## config.mk

```make
export PLATFORM = sky130hd
export DESIGN_NAME = text_mem_arbiter
export DESIGN_NICKNAME = d
export VERILOG_FILES = /design/src/rtl/text_mem_arbiter.sv
export SDC_FILE = /design/constraint.sdc
export NUM_CORES = 1
export LEC_CHECK = 0
export CAP_MARGIN = 20
export CORE_MARGIN = 2
export CORE_UTILIZATION = 37
export DETAILED_ROUTE_END_ITERATION = 10
export PLACE_DENSITY_LB_ADDON = 0.25
export SLEW_MARGIN = 40
export SYNTH_ARGS = -nofsm -noshare
export SYNTH_HDL_FRONTEND = slang
export SYNTH_SLANG_ARGS = --single-unit
```

## constraint.sdc

```tcl
create_clock -name clk_clk -period 1.75 [get_ports clk_clk]
set_input_delay 0.35 -clock clk_clk [delete_from_list [all_inputs] [get_ports clk_clk]]
set_output_delay 0.35 -clock clk_clk [all_outputs]
set_load 0.02 [all_outputs]
```

## src/rtl/text_mem_arbiter.sv

```systemverilog
// Single-port arbiter for the text/attribute memory: VGA fetch > clear fill > host.
// Read responses are steered back to their requester through a tag pipeline that matches the memory latency.
module text_mem_arbiter #(
  parameter int ADDR_W = 12,
  parameter int DATA_W = 8,
  parameter int RD_LAT = 1,
  parameter int CELLS  = 2400
) (
  input  logic              clk_clk,
  input  logic              reset_reset_n,
  input  logic              vga_req,
  input  logic [ADDR_W-1:0] vga_addr,
  output logic [DATA_W-1:0] vga_rdata,
  output logic              vga_rvalid,
  input  logic              host_valid,
  output logic              host_ready,
  input  logic              host_write,
  input  logic [ADDR_W-1:0] host_addr,
  input  logic [DATA_W-1:0] host_wdata,
  output logic [DATA_W-1:0] host_rdata,
  output logic              host_rvalid,
  input  logic              clr_start,
  input  logic [DATA_W-1:0] clr_char,
  output logic              clr_busy,
  output logic [ADDR_W-1:0] mem_address,
  output logic              mem_chipselect,
  output logic              mem_clken,
  output logic              mem_write,
  output logic [DATA_W-1:0] mem_writedata,
  input  logic [DATA_W-1:0] mem_readdata
);

  typedef enum logic {CLR_IDLE = 1'b0, CLR_BUSY = 1'b1} clr_state_t;

  localparam logic [ADDR_W-1:0] CLR_LAST = ADDR_W'(CELLS - 1);

  clr_state_t        clr_state, clr_state_nxt;
  logic [ADDR_W-1:0] clr_cnt, clr_cnt_nxt;
  logic [DATA_W-1:0] clr_val;
  logic              clr_load;
  logic              vga_gnt, clr_gnt, host_gnt;
  logic [1:0]        tag_p [RD_LAT];

  // Every output is held quiet while reset is asserted, not just after the first edge.
  always_comb begin
    vga_gnt    = reset_reset_n & vga_req;
    clr_gnt    = reset_reset_n & ~vga_req & (clr_state == CLR_BUSY);
    host_ready = reset_reset_n & ~vga_req & (clr_state == CLR_IDLE);
    host_gnt   = host_ready & host_valid;
    clr_busy   = reset_reset_n & (clr_state == CLR_BUSY);
  end

  always_comb begin
    clr_state_nxt = clr_state;
    clr_cnt_nxt   = clr_cnt;
    clr_load      = 1'b0;
    case (clr_state)
      CLR_IDLE: begin
        if (clr_start) begin
          clr_state_nxt = CLR_BUSY;
          clr_cnt_nxt   = '0;
          clr_load      = 1'b1;
        end
      end
      CLR_BUSY: begin
        if (!vga_req) begin
          if (clr_cnt == CLR_LAST) clr_state_nxt = CLR_IDLE;
          else                     clr_cnt_nxt   = clr_cnt + ADDR_W'(1);
        end
      end
      default: clr_state_nxt = CLR_IDLE;
    endcase
  end

  always_ff @(posedge clk_clk) begin
    if (!reset_reset_n) begin
      clr_state <= CLR_IDLE;
      clr_cnt   <= '0;
    end else begin
      clr_state <= clr_state_nxt;
      clr_cnt   <= clr_cnt_nxt;
    end
  end

  always_ff @(posedge clk_clk) begin
    if (clr_load && reset_reset_n) clr_val <= clr_char;
  end

  always_comb begin
    mem_chipselect = vga_gnt | clr_gnt | host_gnt;
    mem_clken      = 1'b1;
    mem_write      = 1'b0;
    mem_address    = '0;
    mem_writedata  = '0;
    if (vga_gnt) begin
      mem_address = vga_addr;
    end else if (clr_gnt) begin
      mem_write     = 1'b1;
      mem_address   = clr_cnt;
      mem_writedata = clr_val;
    end else if (host_gnt) begin
      mem_write     = host_write;
      mem_address   = host_addr;
      mem_writedata = host_wdata;
    end
  end

  // Stage p0..p(RD_LAT-1): {is_vga_read, is_host_read} tags following the memory read latency
  always_ff @(posedge clk_clk) begin
    if (!reset_reset_n) begin
      for (int i = 0; i < RD_LAT; i++) tag_p[i] <= 2'b00;
    end else begin
      tag_p[0] <= {vga_gnt, host_gnt & ~host_write};
      for (int i = 1; i < RD_LAT; i++) tag_p[i] <= tag_p[i-1];
    end
  end

  // Read-return stage: data comes straight from the memory, the tag says whose it is
  always_comb begin
    vga_rvalid  = reset_reset_n & tag_p[RD_LAT-1][1];
    host_rvalid = reset_reset_n & tag_p[RD_LAT-1][0];
    vga_rdata   = mem_readdata;
    host_rdata  = mem_readdata;
  end

endmodule

```

==> flow_summary.ini <==
[global_route]
grt_pass1_wl_mm = 8.135
grt_antenna_before_repair = 0
grt_pass1_vias = 1713
grt_max_degree = 14
grt_overflow = 0
grt_usage = 0.2085

[routing]
routed_wirelength_mm = 5.025
drt-initial-drc-count = 88
first_pass_iters = 4
drtAntennaViolNets = 0
via_count = 1746
drc = 0
drt-wirelength-per-cell_um = 15.61
vias_per_cell = 5.422

[synth]
yosysWarnings = 0
synth_top_family_by_area = simple AND/OR/NAND/NOR gates
synth-compound-area-share = 0.2374
synth-edff-count = 8
synthMuxAreaShare = 0.02050
synth-xor-area-share = 0
syn_nets = 234
netlist_area_um2 = 1587
syn_inst = 179
synth-main-ff-cell = dfxtp_1
synthSimpleGateAreaFrac = 0.2650
synth.distinct_cells = 54
ys_seq_area_frac = 0.3407
synthAdderAreaFrac = 0.007886
syn_area_per_cell_um2 = 8.863
synth-seq-cells = 23
ys_async_sr_fraction = 0

[critical_path]
rr_worst_depth = 6
crit_path_start = clr_state$_SDFF_PN0_
rrSetupSlack_ns = 0.09
cp.arrival_ns = 1.54
r2r-end = clr_cnt[5]$_SDFFE_PN0P_
startpoint_type = register
reg2reg_from = clr_state$_SDFF_PN0_
cp.required_ns = 1.40
critPathMaxFanout = 7
crit_path_end_kind = output pin
crit_type = register to output pin

[hold_path]
whs_path_depth = 1
holdPathEnd = clr_cnt[11]$_SDFFE_PN0P_
hp-class = register to register
min_from = clr_cnt[11]$_SDFFE_PN0P_

[sta]
rsz0062_at_grt = true
skew_ns = 0.003403
setup_ws_ns = -0.1377
fmax_mhz = 529.8
setup_viol = 22
holdWs_ns = 0.5042
hold_viol = 0
period_minus_slack_ns = 1.888
period_share = 1.079
drv_slew = 0

[layout]
fin_util = 0.7018
drive_gt1_frac = 0.4485
nets = 328
diodes = 0
fin_cells = 322
area_delta_synth_final_pct = 79.50
nFillCells = 327
multi_input_area_um2 = 1012
final_cell_mix = clkdlybuf4s50_1 (44), buf_4 (32), buf_6 (29)
final_common_cell = clkdlybuf4s50_1
layout.area.seq_um2 = 545.5

[die]
ioPinCount = 97
fp.dieH_um = 69.48
dieArea_um2 = 4827
die_w_um = 69.48
initial_core_util = 0.3910
row_count = 23
coreArea_um2 = 4058

[clocking]
cts_tree = yes
cts.htree.levels = 1
insertion_delay_ns = 0.27
clockBufferDepth = 2
path_clk_slew_ns = 0.08
clock-sinks = 23
numCtsBuffers = 3
clockRootBuffer = clkbuf_8

[place]
port_buffers = 71
pre_cts_ws_ns = -0.8868
dpl.hpwl_mm = 3.640
dpl.cell_count = 305
gp_congestion = 0.7895

[power_and_ir_drop]
p_total_mw = 1.398
worst_ir_drop_vdd_uv = 412.8
power_density_nw_per_um2 = 490.8
p_leak_nw = 1.182

[status]
status = finished with violations
violations = negative setup slack

[flow_run]
maxCapViolations = 0
[layer usage]
metal | share of wire | track usage | wire length (um) | vias to the layer above
met5 | 0 | 0 | 0 | -
met4 | 0.020 | 0.06754 | 102 | 0
met3 | 0.092 | 0.05959 | 463 | 11
met2 | 0.48 | 0.3429 | 2396 | 108
met1 | 0.41 | 0.2623 | 2063 | 794
li1 | - | - | - | 833
[cell families after synthesis]
family	Yosys count
DFF	23
AOI/OAI and AO/OA	52
muxes	3
adders and majority gates	1
other	1
buffers and inverters	32
and+or+nand+nor	67
[worst max path at each step]
stage / cells after the start / slack (ns) / end
after floorplan: 7 / -0.06 / mem_address[2]
after global placement: 8 / -0.88 / mem_writedata[3]
after detailed placement: 8 / -0.89 / mem_writedata[5]
after CTS: 6 / -0.16 / mem_address[9]
after global routing: 6 / -0.24 / mem_address[6]
final: 6 / -0.14 / mem_address[11]
[critical path: stages (launching register included)]
cell,delay (ns)
dfxtp_4,0.36
nor3b_4,0.19
and2_4,0.23
buf_12,0.13
a21boi_0,0.10
o21ai_2,0.13
buf_6,0.13
[stage by stage]
stage               cell area [um^2]  TNS (ns)
global route                    2848    -4.309
detailed placement              2517    -25.99
floorplan                       1655   -0.8951
CTS                             2750    -2.773
global placement                2517    -25.62
finish                          2848    -2.352
[registers in the layout, summed over array words and instances, names as in the netlist]
name,count
clr_state,1
clr_val,8
clr_cnt,12
tag_p,2
[layout make-up]
type,instances,area share
tap,50,0.02197
inverter,6,0.008787
sequential,23,0.1916
timing repair buffer,115,0.4060
clock inverter,1,0.001757
multi-input combinational,124,0.3554
clock buffer,3,0.01450
[power by group]
part	switching, mW	internal [mW]
Clock	0.174	0.159
Sequential	0.00838	0.569
Combinational	0.205	0.283
[synth_stat cells (3+ instances only)]
library cell	instances	area [um^2]
a21oi_1	7	35.03
a22o_1	8	70.07
a22oi_1	9	67.56
and2_1	3	18.77
buf_2	4	20.02
buf_4	18	135.1
clkbuf_1	3	11.26
dfxtp_1	15	300.3
edfxtp_1	8	240.2
inv_1	6	22.52
nand2_1	23	86.33
nand2b_1	4	25.02
nand3_1	4	20.02
nor2_1	5	18.77
nor3_1	5	25.02
o21ai_0	13	65.06
[what timing repair did]
| item | 4_1_cts | 5_1_grt |
|---|---|---|
| hold endpoints to repair | 0 | 0 |
| gates cloned | 3 | 0 |
| setup endpoints to repair | 37 | 31 |
| pin swaps | 10 | 15 |
| hold buffers | 0 | 0 |
| gates resized for setup | 158 | 27 |
| setup buffers | 6 | 4 |
(Power assumes the default switching activity.)
